### src/rtl/loader_pkg.sv
// Shared types and constants for the instruction-memory loader.
//   state_t         : loader FSM states
//   HDR_BYTES       : bytes in the little-endian word-count header
//   BYTES_PER_WORD  : bytes per assembled instruction word
//   is_accepting()  : states in which the byte stream is accepted
package loader_pkg;

  localparam int unsigned BYTE_W         = 8;
  localparam int unsigned HDR_BYTES      = 2;
  localparam int unsigned BYTES_PER_WORD = 4;
  localparam int unsigned CNT_W          = HDR_BYTES * BYTE_W;
  localparam int unsigned WORD_W         = BYTES_PER_WORD * BYTE_W;
  localparam int unsigned LANE_W         = $clog2(BYTES_PER_WORD);

  typedef enum logic [2:0] {
    IDLE   = 3'd0,
    LEN_LO = 3'd1,
    LEN_HI = 3'd2,
    DATA   = 3'd3,
    DONE   = 3'd4,
    ERROR  = 3'd5
  } state_t;

  // Header and payload states take bytes; everything else stalls the stream.
  function automatic logic is_accepting(input state_t s);
    return (s == LEN_LO) || (s == LEN_HI) || (s == DATA);
  endfunction

endpackage

### src/rtl/imem_loader_if.sv
// Byte-stream input and instruction-memory write port of the loader.
//   byte_data/byte_valid/byte_ready : valid/ready byte stream
//   mem_we/mem_addr/mem_wdata       : single-port memory write
// master: stream source / memory side, slave: the loader.
interface imem_loader_if
  import loader_pkg::*;
#(
  parameter int unsigned ADDR_WIDTH = 8
);

  logic [BYTE_W-1:0]     byte_data;
  logic                  byte_valid;
  logic                  byte_ready;
  logic                  mem_we;
  logic [ADDR_WIDTH-1:0] mem_addr;
  logic [WORD_W-1:0]     mem_wdata;

  modport master (
    output byte_data, byte_valid,
    input  byte_ready, mem_we, mem_addr, mem_wdata
  );

  modport slave (
    input  byte_data, byte_valid,
    output byte_ready, mem_we, mem_addr, mem_wdata
  );

endinterface

### src/rtl/word_assembler.sv
// Packs stream bytes into little-endian words (first byte -> bits [7:0]).
//   clk, reset     : clock, synchronous active-high reset
//   clear          : drop any partial word and restart at lane 0
//   byte_in/byte_en: byte to store in the current lane
//   word_out       : last completed word, held until the next one completes
//   word_complete  : one-cycle pulse the cycle after the last lane is filled
//   last_lane_c    : current lane is the final lane of a word
module word_assembler
  import loader_pkg::*;
(
  input  logic              clk,
  input  logic              reset,
  input  logic              clear,
  input  logic [BYTE_W-1:0] byte_in,
  input  logic              byte_en,
  output logic [WORD_W-1:0] word_out,
  output logic              word_complete,
  output logic              last_lane_c
);

  logic [LANE_W-1:0] idx_q, idx_d;
  logic [WORD_W-1:0] lanes_q, lanes_d;
  logic [WORD_W-1:0] word_q, word_d;
  logic              complete_q, complete_d;

  assign last_lane_c   = (idx_q == LANE_W'(BYTES_PER_WORD - 1));
  assign word_out      = word_q;
  assign word_complete = complete_q;

  // Lane fill; the finished word is snapshotted so lanes can refill immediately.
  always_comb begin
    idx_d      = idx_q;
    lanes_d    = lanes_q;
    word_d     = word_q;
    complete_d = 1'b0;
    if (clear) begin
      idx_d   = '0;
      lanes_d = '0;
    end else if (byte_en) begin
      lanes_d[idx_q*BYTE_W +: BYTE_W] = byte_in;
      idx_d = idx_q + LANE_W'(1);
      if (last_lane_c) begin
        word_d     = lanes_d;
        complete_d = 1'b1;
      end
    end
  end

  always_ff @(posedge clk) begin
    if (reset) begin
      idx_q      <= '0;
      lanes_q    <= '0;
      word_q     <= '0;
      complete_q <= 1'b0;
    end else begin
      idx_q      <= idx_d;
      lanes_q    <= lanes_d;
      word_q     <= word_d;
      complete_q <= complete_d;
    end
  end

endmodule

### src/rtl/imem_loader.sv
// Loads an instruction image from a byte stream into instruction memory and
// keeps the core in reset until the image is complete.
//   clk, reset   : clock, synchronous active-high reset
//   start        : pulse to begin a load from IDLE, DONE or ERROR
//   bus          : byte stream in, memory write port out (imem_loader_if.slave)
//   cpu_hold     : processor reset, released only after a successful load
//   done, error  : load finished / header count larger than memory
//   words_loaded : words written during the current load
module imem_loader
  import loader_pkg::*;
#(
  parameter int unsigned ADDR_WIDTH = 8
) (
  input  logic                clk,
  input  logic                reset,
  input  logic                start,
  imem_loader_if.slave        bus,
  output logic                cpu_hold,
  output logic                done,
  output logic                error,
  output logic [ADDR_WIDTH:0] words_loaded
);

  localparam int unsigned DEPTH = 32'(1) << ADDR_WIDTH;
  localparam int unsigned WL_W  = ADDR_WIDTH + 1;

  state_t                state_q, state_d;
  logic [CNT_W-1:0]      count_q, count_d;
  logic [WL_W-1:0]       words_loaded_q, words_loaded_d;
  logic [ADDR_WIDTH-1:0] mem_addr_q, mem_addr_d;
  logic                  done_q, done_d;
  logic                  error_q, error_d;
  logic                  hold_q, hold_d;

  logic                  byte_ready_c;
  logic                  xfer_c;
  logic                  start_take_c;
  logic                  asm_en_c;
  logic                  last_lane_c;
  logic                  word_last_c;
  logic                  final_word_c;
  logic [CNT_W-1:0]      hdr_count_c;
  logic [WORD_W-1:0]     asm_word;
  logic                  asm_complete;

  assign byte_ready_c = is_accepting(state_q);
  assign xfer_c       = bus.byte_valid & byte_ready_c;
  assign start_take_c = start & ~byte_ready_c;
  assign asm_en_c     = xfer_c & (state_q == DATA);
  assign word_last_c  = asm_en_c & last_lane_c;
  assign final_word_c = (32'(words_loaded_q) + 32'd1) == 32'(count_q);
  assign hdr_count_c  = {bus.byte_data, count_q[BYTE_W-1:0]};

  word_assembler u_asm (
    .clk           (clk),
    .reset         (reset),
    .clear         (start_take_c),
    .byte_in       (bus.byte_data),
    .byte_en       (asm_en_c),
    .word_out      (asm_word),
    .word_complete (asm_complete),
    .last_lane_c   (last_lane_c)
  );

  // State register and datapath/status registers.
  always_ff @(posedge clk) begin
    if (reset) begin
      state_q        <= IDLE;
      count_q        <= '0;
      words_loaded_q <= '0;
      mem_addr_q     <= '0;
      done_q         <= 1'b0;
      error_q        <= 1'b0;
      hold_q         <= 1'b1;
    end else begin
      state_q        <= state_d;
      count_q        <= count_d;
      words_loaded_q <= words_loaded_d;
      mem_addr_q     <= mem_addr_d;
      done_q         <= done_d;
      error_q        <= error_d;
      hold_q         <= hold_d;
    end
  end

  // Next-state logic.
  always_comb begin
    state_d = state_q;
    unique case (state_q)
      IDLE, DONE, ERROR: if (start) state_d = LEN_LO;
      LEN_LO:            if (xfer_c) state_d = LEN_HI;
      LEN_HI: begin
        if (xfer_c) begin
          if (hdr_count_c == '0)               state_d = DONE;
          else if (32'(hdr_count_c) > DEPTH)   state_d = ERROR;
          else                                 state_d = DATA;
        end
      end
      DATA:              if (word_last_c && final_word_c) state_d = DONE;
      default:           state_d = IDLE;
    endcase
  end

  // Output / datapath next values. Status follows state one cycle late, so
  // the last memory write is always visible before cpu_hold drops.
  always_comb begin
    count_d        = count_q;
    words_loaded_d = words_loaded_q;
    mem_addr_d     = mem_addr_q;
    done_d         = (state_q == DONE)  && !start;
    error_d        = (state_q == ERROR) && !start;
    hold_d         = !done_d;

    if (start_take_c) words_loaded_d = '0;

    if (xfer_c && (state_q == LEN_LO)) count_d = {count_q[CNT_W-1:BYTE_W], bus.byte_data};
    if (xfer_c && (state_q == LEN_HI)) count_d = hdr_count_c;

    // Address is the pre-increment count, so a full image ends at DEPTH-1.
    if (word_last_c) begin
      mem_addr_d     = words_loaded_q[ADDR_WIDTH-1:0];
      words_loaded_d = words_loaded_q + WL_W'(1);
    end
  end

  assign bus.byte_ready = byte_ready_c;
  assign bus.mem_we     = asm_complete;
  assign bus.mem_wdata  = asm_word;
  assign bus.mem_addr   = mem_addr_q;
  assign cpu_hold       = hold_q;
  assign done           = done_q;
  assign error          = error_q;
  assign words_loaded   = words_loaded_q;

endmodule

### src/flat_wrapper.sv
// flat-port wrapper written by rule: the top's interface ports become plain ports
module imem_loader_flat import loader_pkg::*;
#(
  parameter int unsigned ADDR_WIDTH = 8
)
  (clk, reset, start, cpu_hold, done, error, words_loaded, bus_byte_data, bus_byte_valid, bus_byte_ready, bus_mem_we, bus_mem_addr, bus_mem_wdata);
  imem_loader_if #(.ADDR_WIDTH(ADDR_WIDTH)) bus_i ();
  input  logic clk;
  input  logic reset;
  input  logic start;
  output logic cpu_hold;
  output logic done;
  output logic error;
  output logic [ADDR_WIDTH:0] words_loaded;
  input wire logic [$bits(bus_i.byte_data)-1:0] bus_byte_data;
  input wire logic [$bits(bus_i.byte_valid)-1:0] bus_byte_valid;
  output wire logic [$bits(bus_i.byte_ready)-1:0] bus_byte_ready;
  output wire logic [$bits(bus_i.mem_we)-1:0] bus_mem_we;
  output wire logic [$bits(bus_i.mem_addr)-1:0] bus_mem_addr;
  output wire logic [$bits(bus_i.mem_wdata)-1:0] bus_mem_wdata;
  assign bus_i.byte_data = bus_byte_data;
  assign bus_i.byte_valid = bus_byte_valid;
  assign bus_byte_ready = bus_i.byte_ready;
  assign bus_mem_we = bus_i.mem_we;
  assign bus_mem_addr = bus_i.mem_addr;
  assign bus_mem_wdata = bus_i.mem_wdata;
  imem_loader #(.ADDR_WIDTH(ADDR_WIDTH)) u_core (.clk(clk), .reset(reset), .start(start), .bus(bus_i), .cpu_hold(cpu_hold), .done(done), .error(error), .words_loaded(words_loaded));
endmodule
### config.mk
export PLATFORM = sky130hd
export DESIGN_NAME = imem_loader_flat
export DESIGN_NICKNAME = d
export VERILOG_FILES = /design/src/rtl/loader_pkg.sv /design/src/rtl/imem_loader_if.sv /design/src/rtl/word_assembler.sv /design/src/rtl/imem_loader.sv /design/src/flat_wrapper.sv
export SDC_FILE = /design/constraint.sdc
export NUM_CORES = 1
export LEC_CHECK = 0
export ABC_AREA = 1
export CORE_MARGIN = 2
export CORE_UTILIZATION = 30
export CTS_CLUSTER_SIZE = 8
export DETAILED_ROUTE_END_ITERATION = 8
export GPL_TIMING_DRIVEN = 0
export HOLD_SLACK_MARGIN = 0.03
export PLACE_DENSITY = 0.56
export SLEW_MARGIN = 30
export SYNTH_ARGS = -nofsm -noshare
export SYNTH_HDL_FRONTEND = slang
export SYNTH_SLANG_ARGS = --single-unit
### constraint.sdc
create_clock -name clk -period 5.3 [get_ports clk]
set_clock_uncertainty 0.05 [all_clocks]
set_input_delay 1.59 -clock clk [delete_from_list [all_inputs] [get_ports clk]]
set_output_delay 1.59 -clock clk [all_outputs]
set_load 0.005 [all_outputs]
==> qor.yml <==
grt_antenna_before_repair: 0
cellLeakagePower_nw: 2.32
cts_resized: 0
gp_congestion: 0.909
period_share_pct: 61.5
yosys-top-cells-area: "dfxtp_1 (46%), a21oi_1 (11%), o21ai_0 (9.3%), nand2_1 (6.1%), inv_1 (4.3%)"
crit_end: "bus_byte_ready"
vdd_drop_max_mv: 0.188
syn2layout_area_growth_pct: 26.5
slowest_stage: "clkdlybuf4s50_1"
power.density_mw_per_mm2: 344
num_rows: 45
ys_types: 28
yosys.area.top_type_share_pct: 46.3
cts_hold_buf: 0
finalSetupViolCount: 0
syn_nets: 622
cts.sinks: 106
filler_cell_count: 1564
n_antenna_cell: 0
synth-seq-cells: 106
drt-total-wl_um: 13400
cp_max_fo: 6
reg2reg_from: "u_core.u_asm.idx_q[0]$_SDFFE_PP0P_"
avgSynthCellArea_um2: 7.60
rsz0062_at_grt: "no"
slew_violations: 0
clk_pin_slew_ns: 0.07
root_buffer: "clkbuf_16"
cp-end-kind: "output pin"
grt_pass1_vias: 4243
h-tree-depth: 3
layout-drive-gt1-share_pct: 8.48
r2r_cells: 8
yosysWarnings: 0
grt.total_usage_pct: 17.0
slew_headroom_pct: 62.1
post_cts_buffers: 0
seq_area_frac_synth_pct: 46.3
crit_start: "u_core.state_q[1]$_SDFFE_PP0P_"
die_h_um: 128
clock_latency_ns: 0.36
grt_first_pass_wirelength_um: 21900
drtIter0Drc: 319
wl_per_cell_um: 15.4
path_buf_inv: 3
start_util_pct: 30.4
io_buffer_count: 65
min_period_ns: 3.26
avgViaCountPerCell: 5.12
cts_buffers: 9
fp.dieW_um: 128
r2r-end: "u_core.u_asm.word_out[7]$_SDFFE_PP0P_"
tns_ns: 0
fin_worst_hold_slack_ns: 0.439
netlist_area_mm2: 0.00458
dieArea_mm2: 0.0163
grt_max_degree: 19
crit_chain: "nor2_1, inv_1, nand2_1, inv_2, clkdlybuf4s50_1"
crit_family: "buffers and inverters"
slowest_delay_ns: 0.51
cp-start-kind: "flop"
num_vias: 4463
criticalPathCategory: "reg2out"
min-delay-start: "u_core.bus.mem_addr[1]$_SDFFE_PP0P_"
cp.required_ns: 3.66
ant_nets: 0
cts_tree: "done"
grt.overflow.total: 0
synth_cells: 603
outcome: "finished clean"
final_hold_viol_count: 0
drc: 0
hpwlAfterDp_um: 9840
maxCapViolCount: 0
final_nets: 698
yosys.area.top_type: "dfxtp_1"
crit_cells: 5
hp-class: "reg2reg"
rrSetupSlack_ns: 2.81
drt-pass1-iter-count: 6
worst_pin_slew_ns: 0.566
fmax_ghz: 0.307
arrival_ns: 1.62
core_area_mm2: 0.0151
clockBufferDepth: 2
io_pins: 66
cell type report:
type / instances / area [um^2] / share of cell area [%]
Tap cell: 188 / 235 / 4.06
Clock buffer: 9 / 225 / 3.89
Sequential cell: 106 / 2120 / 36.6
Buffer: 33 / 158 / 2.72
Timing Repair Buffer: 65 / 651 / 11.2
Multi-Input combinational cell: 404 / 2080 / 35.8
Inverter: 60 / 225 / 3.89
Clock inverter: 7 / 101 / 1.75
worst min-delay path by stage:
stage                                          endpoint  slack (ns)  cells past startpoint
finish              u_core.bus.mem_addr[1]$_SDFFE_PP0P_        0.44                      2
global route        u_core.bus.mem_addr[1]$_SDFFE_PP0P_        0.48                      2
CTS                 u_core.bus.mem_addr[1]$_SDFFE_PP0P_        0.44                      2
floorplan                       u_core.error$_SDFF_PP0_        0.41                      2
global placement    u_core.bus.mem_addr[1]$_SDFFE_PP0P_        0.42                      2
detailed placement  u_core.bus.mem_addr[1]$_SDFFE_PP0P_        0.43                      2
metal layers:
metal	up-vias	track usage, %	part of all wire [%]
met5	-	0	0
met4	0	3.62	0.99
met3	11	4.86	6.6
met2	149	28.1	47
met1	2084	22.3	45
li1	2219	-	-
placed cells by master (no fill, tap or decap), types with 2 or more instances in the layout:
cell             synthesis  routed
nand3b_1                 3       3
nor2_2                   4       4
bufinv_16                0       2
inv_1                   53      53
o21ai_1                  5       5
nand2_1                 74      74
clkbuf_16                0       9
a32oi_1                  7       7
o21ai_0                 85      85
nor2_4                   2       2
a22oi_1                 22      22
inv_2                    6       6
buf_2                   21      21
a21oi_1                103     103
dfxtp_1                106     106
nor2_1                  35      35
nand2_2                  5       5
inv_8                    0       2
nand4_1                  5       5
nand3_1                 30      30
nand3_2                  2       2
nor3_1                  11      11
clkdlybuf4s50_1          0      65
ha_1                     7       7
buf_4                    2       2
clkinv_2                 0       2
clkbuf_1                 9       9
through the flow:
| step | total power, mW | setup slack (ns) | cell area [um^2] | util (%) | instances |
|---|---|---|---|---|---|
| after detailed placement | 1.26 | 1.69 | 5470 | 36.2 | 856 |
| after floorplan | 1.15 | 2.75 | 4580 | - | 603 |
| after CTS | 2.00 | 2.04 | 5790 | 38.4 | 872 |
| final | 1.99 | 2.04 | 5790 | 38.4 | 872 |
| after global routing | 2.10 | 1.92 | 5790 | 38.4 | 872 |
| after global placement | 1.25 | 1.77 | 5470 | 36.2 | 856 |
cell families (layout without fill, tap and decap cells):
logic type	Yosys count	count (layout)	share of synthesized area, %
AOI/OAI and AO/OA	226	226	26.7
adders and majority gates	7	7	1.91
buffers and inverters	93	174	8.36
DFF	106	106	46.3
and+or+nand+nor	171	171	16.7
report_power, final:
part | internal (mW) | switching, mW
combinational | 0.128 | 0.230
sequential | 0.850 | 0.0391
clock | 0.420 | 0.324
total | 1.40 | 0.593
synthesized netlist by cell type, drive strengths merged:
| library cell | instances |
|---|---|
| a22oi | 22 |
| nand3b | 3 |
| a21boi | 1 |
| o22ai | 1 |
| nor3 | 11 |
| clkbuf | 9 |
| a32oi | 7 |
| buf | 24 |
| nand3 | 32 |
| dfxtp | 106 |
| a21oi | 103 |
| o211ai | 1 |
| o21ai | 90 |
| nor2 | 41 |
| a2bb2oi | 1 |
| nand2 | 79 |
| ha | 7 |
| nand4 | 5 |
| clkinv | 1 |
| inv | 59 |
state kept, by name, summed over array words and instances (netlist names):
| signal | count |
|---|---|
| u_core.count_q | 16 |
| u_core.done | 1 |
| u_core.u_asm.idx_q | 2 |
| u_core.u_asm.word_out | 32 |
| u_core.u_asm.word_complete | 1 |
| u_core.u_asm.lanes_q | 32 |
| u_core.error | 1 |
| u_core.state_q | 3 |
| u_core.words_loaded | 9 |
| u_core.bus.mem_addr | 8 |
| u_core.cpu_hold | 1 |
tightest hold or removal path, stage by stage (launching register included):
cell and delay, ns:
dfxtp_1 0.33, nor2_1 0.05, nor2_1 0.08
(Power assumes the default switching activity.)
